**src/rtl/timesync_multi_if.sv**
```systemverilog
// Command-decoder bundle: cmd/arg stream into timesync_multi, param stream and completion back out.
// The decoder side is the master; timesync_multi is the slave.
interface timesync_multi_if #(
    parameter int CMD_BITS = 8
);
    logic [31:0]         arg_data;
    logic                arg_advance;
    logic [CMD_BITS-1:0] cmd;
    logic                cmd_ready;
    logic                cmd_done;
    logic [31:0]         param_data;
    logic                param_write;

    modport master (
        output arg_data, cmd, cmd_ready,
        input  arg_advance, cmd_done, param_data, param_write
    );

    modport slave (
        input  arg_data, cmd, cmd_ready,
        output arg_advance, cmd_done, param_data, param_write
    );
endinterface

```
**src/rtl/timesync_multi.sv**
```systemverilog
// System command handler with NLATCH timestamp latches; responses are registered (first word one cycle
// after accept), arg_advance is combinational, and no backpressure exists: words stream one per cycle.
module timesync_multi #(
    parameter int CMD_BITS         = 8,
    parameter int TIME_BITS        = 64,
    parameter int NLATCH           = 2,
    parameter int SYNC_STAGES      = 2,
    parameter int VERSION          = 2,
    parameter int CMD_GET_VERSION  = 0,
    parameter int CMD_SYNC_TIME    = 1,
    parameter int CMD_GET_TIME     = 2,
    parameter int CMD_GET_LATCH    = 3,
    parameter int CMD_CONFIG_LATCH = 4,
    parameter int RSP_GET_VERSION  = 0,
    parameter int RSP_GET_TIME     = 1,
    parameter int RSP_GET_LATCH    = 2
) (
    input  logic                 clk,
    input  logic                 rst,
    timesync_multi_if.slave      bus,
    input  logic [TIME_BITS-1:0] time_in,
    output logic [TIME_BITS-1:0] time_out,
    output logic                 time_out_en,
    input  logic [NLATCH-1:0]    latch_in
);
    localparam logic [3:0] S_IDLE      = 4'd0;
    localparam logic [3:0] S_VER0      = 4'd1;
    localparam logic [3:0] S_VER1      = 4'd2;
    localparam logic [3:0] S_VER_END   = 4'd3;
    localparam logic [3:0] S_SYNC_LO   = 4'd4;
    localparam logic [3:0] S_SYNC_HI   = 4'd5;
    localparam logic [3:0] S_TIME_HI   = 4'd6;
    localparam logic [3:0] S_TIME_END  = 4'd7;
    localparam logic [3:0] S_LAT_FLAGS = 4'd8;
    localparam logic [3:0] S_LAT_LO    = 4'd9;
    localparam logic [3:0] S_LAT_HI    = 4'd10;
    localparam logic [3:0] S_LAT_END   = 4'd11;
    localparam logic [3:0] S_DONE_ONLY = 4'd12;

    localparam int MW = $clog2(SYNC_STAGES + 2);

    logic [3:0]           state_q, state_d;
    logic [31:0]          param_data_q, param_data_d;
    logic                 param_write_q, param_write_d;
    logic                 cmd_done_q, cmd_done_d;
    logic [TIME_BITS-1:0] time_out_q, time_out_d;
    logic                 time_out_en_q, time_out_en_d;
    logic [31:0]          ch_q, ch_d, lo_q, lo_d;
    logic [TIME_BITS-1:0] snap_q, snap_d;
    logic [NLATCH-1:0]    edge_mask_q, edge_mask_d;

    logic [SYNC_STAGES-1:0][NLATCH-1:0] sync_q;
    logic [NLATCH-1:0]    prev_q, valid_q, overrun_q;
    logic [TIME_BITS-1:0] latched_q [NLATCH];
    logic [MW-1:0]        mask_cnt_q;

    logic [NLATCH-1:0]    sync_out, evt, clr;
    logic                 adv;
    logic [31:0]          sel_ch;
    logic                 sel_hit, sel_valid, sel_over;
    logic [TIME_BITS-1:0] sel_time;
    logic [63:0]          snap_ext, arg64;

    assign snap_ext = 64'(snap_q);
    assign arg64    = {bus.arg_data, lo_q};

    // Channel lookup: GET_LATCH indexes with the live argument, SYNC_TIME with the stored one.
    always_comb begin
        sel_ch    = (state_q == S_IDLE) ? bus.arg_data : ch_q;
        sel_hit   = 1'b0;
        sel_valid = 1'b0;
        sel_over  = 1'b0;
        sel_time  = '0;
        for (int c = 0; c < NLATCH; c++) begin
            if (sel_ch == 32'(c)) begin
                sel_hit   = 1'b1;
                sel_valid = valid_q[c];
                sel_over  = overrun_q[c];
                sel_time  = latched_q[c];
            end
        end
    end

    always_comb begin
        state_d       = state_q;
        param_data_d  = '0;
        param_write_d = 1'b0;
        cmd_done_d    = 1'b0;
        time_out_d    = time_out_q;
        time_out_en_d = 1'b0;
        ch_d          = ch_q;
        lo_d          = lo_q;
        snap_d        = snap_q;
        edge_mask_d   = edge_mask_q;
        clr           = '0;
        adv           = 1'b0;
        case (state_q)
            S_IDLE: begin
                if (bus.cmd_ready) begin
                    if (bus.cmd == CMD_BITS'(CMD_GET_VERSION)) begin
                        param_data_d  = 32'(VERSION);
                        param_write_d = 1'b1;
                        state_d       = S_VER0;
                    end else if (bus.cmd == CMD_BITS'(CMD_GET_TIME)) begin
                        snap_d        = time_in;
                        param_data_d  = time_in[31:0];
                        param_write_d = 1'b1;
                        state_d       = S_TIME_HI;
                    end else if (bus.cmd == CMD_BITS'(CMD_SYNC_TIME)) begin
                        adv     = 1'b1;
                        ch_d    = bus.arg_data;
                        state_d = S_SYNC_LO;
                    end else if (bus.cmd == CMD_BITS'(CMD_GET_LATCH)) begin
                        adv           = 1'b1;
                        snap_d        = sel_time;
                        param_data_d  = {30'b0, sel_over, sel_valid};
                        param_write_d = 1'b1;
                        for (int c = 0; c < NLATCH; c++) clr[c] = (sel_ch == 32'(c));
                        state_d       = S_LAT_FLAGS;
                    end else if (bus.cmd == CMD_BITS'(CMD_CONFIG_LATCH)) begin
                        adv         = 1'b1;
                        edge_mask_d = bus.arg_data[NLATCH-1:0];
                        clr         = '1;
                        cmd_done_d  = 1'b1;
                        state_d     = S_DONE_ONLY;
                    end else begin
                        cmd_done_d = 1'b1;
                        state_d    = S_DONE_ONLY;
                    end
                end
            end
            S_VER0: begin
                param_data_d  = {16'(NLATCH), 16'(TIME_BITS)};
                param_write_d = 1'b1;
                state_d       = S_VER1;
            end
            S_VER1: begin
                param_data_d = 32'(RSP_GET_VERSION);
                cmd_done_d   = 1'b1;
                state_d      = S_VER_END;
            end
            S_TIME_HI: begin
                param_data_d  = snap_ext[63:32];
                param_write_d = 1'b1;
                state_d       = S_TIME_END;
            end
            S_TIME_END: begin
                param_data_d = 32'(RSP_GET_TIME);
                cmd_done_d   = 1'b1;
                state_d      = S_DONE_ONLY;
            end
            S_SYNC_LO: begin
                adv     = 1'b1;
                lo_d    = bus.arg_data;
                state_d = S_SYNC_HI;
            end
            S_SYNC_HI: begin
                adv = 1'b1;
                // The +SYNC_STAGES+2 term compensates for the synchroniser and capture delay.
                if (sel_hit && sel_valid) begin
                    time_out_d    = time_in - sel_time + TIME_BITS'(arg64) + TIME_BITS'(SYNC_STAGES + 2);
                    time_out_en_d = 1'b1;
                    for (int c = 0; c < NLATCH; c++) clr[c] = (sel_ch == 32'(c));
                end
                cmd_done_d = 1'b1;
                state_d    = S_DONE_ONLY;
            end
            S_LAT_FLAGS: begin
                param_data_d  = snap_ext[31:0];
                param_write_d = 1'b1;
                state_d       = S_LAT_LO;
            end
            S_LAT_LO: begin
                param_data_d  = snap_ext[63:32];
                param_write_d = 1'b1;
                state_d       = S_LAT_HI;
            end
            S_LAT_HI: begin
                param_data_d = 32'(RSP_GET_LATCH);
                cmd_done_d   = 1'b1;
                state_d      = S_LAT_END;
            end
            default: state_d = S_IDLE;
        endcase
    end

    always_ff @(posedge clk) begin
        if (rst) begin
            state_q       <= S_IDLE;
            param_data_q  <= '0;
            param_write_q <= 1'b0;
            cmd_done_q    <= 1'b0;
            time_out_q    <= '0;
            time_out_en_q <= 1'b0;
            ch_q          <= '0;
            lo_q          <= '0;
            snap_q        <= '0;
            edge_mask_q   <= '0;
        end else begin
            state_q       <= state_d;
            param_data_q  <= param_data_d;
            param_write_q <= param_write_d;
            cmd_done_q    <= cmd_done_d;
            time_out_q    <= time_out_d;
            time_out_en_q <= time_out_en_d;
            ch_q          <= ch_d;
            lo_q          <= lo_d;
            snap_q        <= snap_d;
            edge_mask_q   <= edge_mask_d;
        end
    end

    // Edges are ignored while the synchroniser refills after reset.
    always_comb begin
        sync_out = sync_q[SYNC_STAGES-1];
        evt      = '0;
        if (mask_cnt_q == '0)
            evt = (edge_mask_q & sync_out & ~prev_q) | (~edge_mask_q & ~sync_out & prev_q);
    end

    always_ff @(posedge clk) begin
        if (rst) begin
            sync_q     <= '0;
            prev_q     <= '0;
            valid_q    <= '0;
            overrun_q  <= '0;
            mask_cnt_q <= MW'(SYNC_STAGES + 1);
            for (int c = 0; c < NLATCH; c++) latched_q[c] <= '0;
        end else begin
            sync_q <= {sync_q[SYNC_STAGES-2:0], latch_in};
            prev_q <= sync_out;
            if (mask_cnt_q != '0) mask_cnt_q <= mask_cnt_q - MW'(1);
            for (int c = 0; c < NLATCH; c++) begin
                if (evt[c]) begin
                    latched_q[c] <= time_in;
                    valid_q[c]   <= 1'b1;
                    overrun_q[c] <= valid_q[c] & ~clr[c];
                end else if (clr[c]) begin
                    valid_q[c]   <= 1'b0;
                    overrun_q[c] <= 1'b0;
                end
            end
        end
    end

    assign bus.arg_advance = adv & ~rst;
    assign bus.cmd_done    = cmd_done_q;
    assign bus.param_data  = param_data_q;
    assign bus.param_write = param_write_q;
    assign time_out        = time_out_q;
    assign time_out_en     = time_out_en_q;
endmodule

```
**src/flat_wrapper.sv**
```systemverilog
// flat-port wrapper written by rule: the top's interface ports become plain ports
module timesync_multi_flat 
#(
    parameter int CMD_BITS         = 8,
    parameter int TIME_BITS        = 64,
    parameter int NLATCH           = 2,
    parameter int SYNC_STAGES      = 2,
    parameter int VERSION          = 2,
    parameter int CMD_GET_VERSION  = 0,
    parameter int CMD_SYNC_TIME    = 1,
    parameter int CMD_GET_TIME     = 2,
    parameter int CMD_GET_LATCH    = 3,
    parameter int CMD_CONFIG_LATCH = 4,
    parameter int RSP_GET_VERSION  = 0,
    parameter int RSP_GET_TIME     = 1,
    parameter int RSP_GET_LATCH    = 2
)
  (clk, rst, time_in, time_out, time_out_en, latch_in, bus_arg_data, bus_cmd, bus_cmd_ready, bus_arg_advance, bus_cmd_done, bus_param_data, bus_param_write);
  timesync_multi_if #(.CMD_BITS(CMD_BITS)) bus_i ();
  input  logic clk;
  input  logic rst;
  input  logic [TIME_BITS-1:0] time_in;
  output logic [TIME_BITS-1:0] time_out;
  output logic time_out_en;
  input  logic [NLATCH-1:0] latch_in;
  input wire logic [$bits(bus_i.arg_data)-1:0] bus_arg_data;
  input wire logic [$bits(bus_i.cmd)-1:0] bus_cmd;
  input wire logic [$bits(bus_i.cmd_ready)-1:0] bus_cmd_ready;
  output wire logic [$bits(bus_i.arg_advance)-1:0] bus_arg_advance;
  output wire logic [$bits(bus_i.cmd_done)-1:0] bus_cmd_done;
  output wire logic [$bits(bus_i.param_data)-1:0] bus_param_data;
  output wire logic [$bits(bus_i.param_write)-1:0] bus_param_write;
  assign bus_i.arg_data = bus_arg_data;
  assign bus_i.cmd = bus_cmd;
  assign bus_i.cmd_ready = bus_cmd_ready;
  assign bus_arg_advance = bus_i.arg_advance;
  assign bus_cmd_done = bus_i.cmd_done;
  assign bus_param_data = bus_i.param_data;
  assign bus_param_write = bus_i.param_write;
  timesync_multi #(.CMD_BITS(CMD_BITS), .TIME_BITS(TIME_BITS), .NLATCH(NLATCH), .SYNC_STAGES(SYNC_STAGES), .VERSION(VERSION), .CMD_GET_VERSION(CMD_GET_VERSION), .CMD_SYNC_TIME(CMD_SYNC_TIME), .CMD_GET_TIME(CMD_GET_TIME), .CMD_GET_LATCH(CMD_GET_LATCH), .CMD_CONFIG_LATCH(CMD_CONFIG_LATCH), .RSP_GET_VERSION(RSP_GET_VERSION), .RSP_GET_TIME(RSP_GET_TIME), .RSP_GET_LATCH(RSP_GET_LATCH)) u_core (.clk(clk), .rst(rst), .bus(bus_i), .time_in(time_in), .time_out(time_out), .time_out_en(time_out_en), .latch_in(latch_in));
endmodule
```
**config.mk**
```make
export PLATFORM = sky130hd
export DESIGN_NAME = timesync_multi_flat
export DESIGN_NICKNAME = d
export VERILOG_FILES = /design/src/rtl/timesync_multi_if.sv /design/src/rtl/timesync_multi.sv /design/src/flat_wrapper.sv
export SDC_FILE = /design/constraint.sdc
export NUM_CORES = 1
export LEC_CHECK = 0
export ABC_AREA = 1
export CORE_MARGIN = 2
export CORE_UTILIZATION = 41
export DETAILED_ROUTE_END_ITERATION = 10
export GPL_TIMING_DRIVEN = 0
export HOLD_SLACK_MARGIN = 0.03
export PLACE_DENSITY = 0.63
export RECOVER_POWER = 50
export REMOVE_ABC_BUFFERS = 1
export SETUP_SLACK_MARGIN = 0.02
export SLEW_MARGIN = 20
export SYNTH_ARGS = -nofsm -noshare
export SYNTH_HDL_FRONTEND = slang
export SYNTH_SLANG_ARGS = --single-unit
```
**constraint.sdc**
```tcl
create_clock -name clk -period 5.26 [get_ports clk]
set_clock_uncertainty 0.15 [all_clocks]
set_input_delay 0.526 -clock clk [delete_from_list [all_inputs] [get_ports clk]]
set_output_delay 0.526 -clock clk [all_outputs]
set_load 0.02 [all_outputs]
```
Word-level counts from Yosys, hierarchy flattened
Memories as Yosys holds them, arrays and structs flattened.
Index checks and enable logic that the tools add are counted.

storage, ports and cells
  RAM bits = 128
  word-level logic and storage cells = 148
  bits in registers = 245
  memories kept = 1
  input port bits = 109
  output and inout port bits = 100

memory list
  name              depth  bits a word  rd ports  clocked after memory_dff  wr ports  RTL line              text
  u_core.latched_q  2      64           2         0                         2         timesync_multi.sv:54  logic [TIME_BITS-1:0] latched_q [NLATCH];

cells by class
  add/subtract/negate cells = 4
  bitwise operators = 21
  reduce and logical (&&, ||, !) cells = 19
  eq/ne operators = 16
  muxes and demuxes = 69

operators with widths
  kind                                             count
  two-way mux 64 bit                               7
  one-hot mux 32 bit (6 select lines)              1
  two-way mux 32 bit                               5
  adder 64 x 3 -> 64 bit (second input constant)   1
  adder 64 bit                                     1
  subtractor 64 bit                                1
  two-way mux 1 bit                                37
  one-hot mux 4 bit (9 select lines)               1
  == test 32 x 1 -> 1 bit (second input constant)  1
  logical NOT 32 bit                               1
  two-way mux 2 bit                                9
  == test 4 x 3 -> 1 bit (second input constant)   4
  == test 8 x 2 -> 1 bit (second input constant)   2
  two-way mux 4 bit                                4
  == test 4 bit (second input constant)            3
  AND reduction 5 bit                              2
  AND 2 bit                                        4
  == test 8 x 1 -> 1 bit (second input constant)   1
  == test 8 x 3 -> 1 bit (second input constant)   1
  logical NOT 8 bit                                1
  NOT 1 bit                                        8
  nonzero test 2 bit                               4
  OR reduction 2 bit                               4
  OR reduction 4 bit                               2
  other kinds (17)                                 24

Logic depth before layout (Yosys ltp)
  word-level depth = 12
  gate-level depth with buffers = 31
  depth with buffers taken out = 30

Worst setup path before layout
OpenSTA, ideal clock, no wires.

  path type = input -> register
  from = input port bus_arg_data[29]
  to = register u_core.time_out_q[33], in the netlist u_core.time_out[33]
  data required time = 4.994 ns
  cell stages on the path = 25
  setup slack = 0.998 ns
  path buffers = 2
  arrival = 3.996 ns
  cell sequence = inv_1 nand3_1 nor2_1 nand3_1 nand2_2 nand3_2 buf_2 clkbuf_1 o22ai_1 inv_1 fa_1 ha_1 ha_1 inv_1 fa_1 o21bai_1 nand2_1 nand2_1 nand2_1 nand3_1 nand2_1 nand2_1 nand2_1 a21oi_1 nor2_1

between the ends
  longest elaborated chain between the ends = 7

RTL lines
  what                              RTL line               text
  start: declaration                flat_wrapper.sv:26     input wire logic [$bits(bus_i.arg_data)-1:0] bus_arg_data;
  two-way mux 32 bit *              timesync_multi.sv:69   sel_ch = (state_q == S_IDLE) ? bus.arg_data : ch_q;
  logical NOT 32 bit                timesync_multi.sv:75   if (sel_ch == 32'(c)) begin
  two-way mux 64 bit (2 in series)  timesync_multi.sv:75
  subtractor 64 bit                 timesync_multi.sv:161  time_out_d = time_in - sel_time + TIME_BITS'(arg64) + TIME_BITS'(SYNC_STAGES + 2);
  adder 64 bit                      timesync_multi.sv:161
  adder 64 x 3 -> 64 bit            timesync_multi.sv:161
  end signal: assignment            timesync_multi.sv:204  time_out_q <= time_out_d;
  end: declaration                  timesync_multi.sv:46   logic [TIME_BITS-1:0] time_out_q, time_out_d;

Mark *: on every way between the ends. The rest lies on a longest branch, timed or not.
A chain may end at the register's enable or synchronous reset.

Worst setup path in the final report
  from = input port bus_arg_data[9]
  to = register u_core.time_out_q[43], in the netlist u_core.time_out[43]

between the ends
  longest elaborated chain between the ends = 7

RTL lines
  what                              RTL line
  two-way mux 32 bit                timesync_multi.sv:69
  logical NOT 32 bit                timesync_multi.sv:75
  two-way mux 64 bit (2 in series)  timesync_multi.sv:75
  subtractor 64 bit                 timesync_multi.sv:161
  adder 64 bit                      timesync_multi.sv:161
  adder 64 x 3 -> 64 bit            timesync_multi.sv:161

Parallel ways exist; a longest one is shown, timed or not.

==> impl_metrics.json <==
{
  "drive_above_1_share_pct": 6.62,
  "r2r_end": "u_core.time_out[43]",
  "clockRootBuffer": "clkbuf_16",
  "ir_worst_vdd_mv": 0.312,
  "clock_sinks": 373,
  "power_density_nw_per_um2": 649,
  "cp_common_cell": "nor2_1",
  "regArea_um2": 8750,
  "fin_crit_ps": 5170,
  "finalMaxSlewViolations": 56,
  "tightestPinTransition_ps": 2690,
  "syn_avg_cell_area_um2": 7.42,
  "clk_pin_slew_worst_paths_ps": 60,
  "port_buffers": 208,
  "grtUsageTotal_pct": 29.4,
  "rr_worst_depth": 24,
  "power_frac_seq_pct": 18.0,
  "syn_area_um2": 22600,
  "post_drt_wl_per_cell_um": 21.3,
  "multiInputGateArea_um2": 11900,
  "die_x_um": 239,
  "outcome": "finished with violations",
  "dp_hpwl_um": 64100,
  "synth-seq-cells": 373,
  "place_ws_ps": -2330,
  "ctsHoldBuffers": 0,
  "insertion_delay_ps": 600,
  "fin_util_pct": 50.5,
  "p_sw_mw": 9.46,
  "clockPowerShare_pct": 16.8,
  "fp-row-count": 86,
  "worst_ep_required_time_ps": 5630,
  "die_height_um": 239,
  "ys_seq_area_share_pct": 38.7,
  "core_um2": 54800,
  "cts_inserted_buffers": 43,
  "synth_ff_type": "dfxtp_1",
  "critPathBufInv": 5,
  "cap_violations": 2,
  "hold_viol": 0,
  "post-route-period-util_pct": 98.3,
  "min_delay_path_depth": 3,
  "wirelength_um": 84600,
  "clock.fmax_ghz": 0.193,
  "fillers": 5316,
  "p_int_mw": 8.50,
  "crit_type": "input pin to flop",
  "path_delay_family": "simple AND/OR/NAND/NOR gates",
  "gp_congestion": 0.933,
  "slew_headroom_pct": -79.4,
  "grt_pass1_vias": 20156,
  "drc": 0,
  "dieArea_um2": 57000,
  "dr_total_vias": 21321,
  "reg2reg_slack_ps": 100,
  "h-tree-depth": 2,
  "grt_setup_unrepaired": "true",
  "synth_edf_count": 128,
  "synth_cells": 3043,
  "antenna_found_initial": 1,
  "endpoint_kind": "flop",
  "crit_slowest_cell": "clkdlybuf4s50_1",
  "critPathArrivalTime_ps": 5540,
  "swShare_pct": 52.7,
  "critical_path.startpoint": "bus_arg_data[9]",
  "worstSetupStartpointType": "input pin",
  "cp.depth": 24,
  "cp_max_fo": 7,
  "cts_tree": "done",
  "syn_to_final_growth_pct": 22.5,
  "pwr-share-comb_pct": 65.1,
  "r2r-start": "u_core.state_q[2]",
  "drt_iter0_drc": 2189,
  "fin_nets": 3526,
  "final_cell_mix": "nand2_1 (654), inv_1 (511), nor2_1 (322)",
  "synthArstFlopShare_pct": 0,
  "fin_hold_ws_ps": 185,
  "drt_pass1_iterations": 6,
  "p_leak_nw": 12.7,
  "grt.overflow.total": 0,
  "max_stage_delay_ps": 550,
  "holdPathEnd": "u_core.ch_q[23]",
  "vias_per_cell": 5.38,
  "setup_viol_count_final": 0,
  "hp-start": "bus_arg_data[23]",
  "cts_buffer_depth": 3,
  "drtAntennaViolNets": 0,
  "grt_pass1_wl_um": 125000,
  "synth_cell_type_count": 48,
  "hp-class": "input pin to flop",
  "pin_count": 209,
  "crit_chain": "clkdlybuf4s50_1, nor2_2, nand2_1, nor2_1, nand3_1, nand2_2, nand3_4, buf_12, o21ai_0, inv_1, fa_1, ha_1, ha_2, nand2_1, nor2_1, inv_1, nor2_1, nand2_1, inv_1, nand3_1, nand3_1, xor2_1, nor2_1, nor2_1",
  "yosys_warnings": 0,
  "diodes": 0,
  "final_common_cell": "nand2_1",
  "grt_max_degree": 85,
  "layout_setup_ws_ps": 90.8,
  "initial_core_util_pct": 41.2,
  "violations": "max-capacitance violations, max-slew violations"
}
[worst reg2reg max path, stage by stage (launching register included)]
cell	delay, ps
dfxtp_1	400
nor2_4	80
nand2_4	150
inv_4	100
nor2_1	140
nand3_1	120
nand2_4	220
nand3_4	160
buf_12	190
o21ai_0	240
inv_1	100
fa_1	420
ha_1	320
ha_2	480
nand2_1	230
nor2_1	210
inv_1	120
nor2_1	220
nand2_1	80
inv_1	180
nand3_1	120
nand3_1	200
xor2_1	280
nor2_1	70
nor2_1	110
[synthesized netlist by cell type, drive strengths merged (3+ instances only)]
library cell / count / area, um2
a21oi: 230 / 1150
a221oi: 17 / 149
a22oi: 15 / 113
a31oi: 34 / 213
and2: 9 / 56.3
buf: 24 / 136
clkbuf: 81 / 305
dfxtp: 245 / 4900
edfxtp: 128 / 3840
fa: 63 / 1260
ha: 127 / 1590
inv: 522 / 1960
nand2: 666 / 2530
nand3: 114 / 576
nand3b: 3 / 22.5
nand4: 23 / 144
nor2: 355 / 1350
nor3: 20 / 105
nor4: 5 / 31.3
o21ai: 236 / 1180
o21bai: 51 / 383
o22ai: 30 / 188
xnor2: 4 / 35.0
xor2: 29 / 254
[per-stage QoR]
step | TNS, ps | area (um2) | power [mW] | instances
2_1_floorplan | 0 | 22100 | 9.80 | 2938
3_3_place_gp | -2205980 | 25100 | 13.8 | 3850
3_5_place_dp | -112900 | 25700 | 14.0 | 3874
4_1_cts | 0 | 27400 | 17.4 | 3963
5_1_grt | -282 | 27700 | 19.1 | 3965
6_report | 0 | 27700 | 18.0 | 3965
[final cells by class]
class                      count  area share (%)
timing repair buffer         241            9.75
sequential                   373            31.6
inverter                     523            7.22
clock buffer                  66            4.56
multi-input combinational   2044            43.0
timing repair inverter         1          0.0407
tap                          704            3.18
clock inverter                13           0.574
[power by group through the flow]
stage | clock (mW) | sequential [mW] | combinational, mW
3_5_place_dp | 0 | 3.29 | 10.7
4_1_cts | 3.08 | 3.23 | 11.1
2_1_floorplan | 0 | 3.28 | 6.51
5_1_grt | 3.19 | 3.25 | 12.7
6_report | 3.03 | 3.24 | 11.7
3_3_place_gp | 0 | 3.29 | 10.5
[registers in the layout, summed over array words and instances (netlist names), 2 cells and up]
name,flops
u_core.snap_ext,64
u_core.valid_q,2
u_core.lo_q,32
u_core.sync_out,2
u_core.edge_mask_q,2
u_core.bus.param_data,32
u_core.mask_cnt_q,2
u_core.prev_q,2
u_core.latched_q,128
u_core.sync_q,2
u_core.ch_q,32
u_core.state_q,4
u_core.overrun_q,2
u_core.time_out,64
[what timing repair did]
| item | CTS | global route |
|---|---|---|
| pin swaps | 4 | 4 |
| setup endpoints to repair | 65 | 51 |
| resized for setup | 44 | 88 |
| buffers inserted | 7 | 2 |
| gates cloned | 3 | 0 |
| endpoints found under the hold margin | 0 | 0 |
[kinds of logic (layout without fill, tap and decap cells)]
family                     count (synthesis)  after routing  synth area share (%)
adders and majority gates                190            190                  12.6
xor gates and xnor gates                  33             33                  1.28
AOI/OAI and AO/OA                        622            622                  15.3
and+or+nand+nor                         1197           1199                  21.4
buffers and inverters                    628            844                  10.7
DFF                                      373            373                  38.7
[worst max-delay path by stage]
stage                          endpoint  slack, ps
4_1_cts             u_core.time_out[63]          5
3_5_place_dp        u_core.time_out[63]      -2330
3_3_place_gp   u_core.latched_q[0][127]      -6840
2_1_floorplan  u_core.bus.param_data[0]         30
5_1_grt             u_core.time_out[63]        -70
6_report            u_core.time_out[43]         90
[per-layer routing]
layer | share of wire, % | routed length (um) | track usage [%]
met1 | 44 | 37300 | 40.8
met3 | 7.3 | 6150 | 4.40
met2 | 46 | 38500 | 46.9
met4 | 3.1 | 2620 | 9.81
met5 | 0 | 0 | 0
No activity file was read; power rests on OpenSTA's default activity.
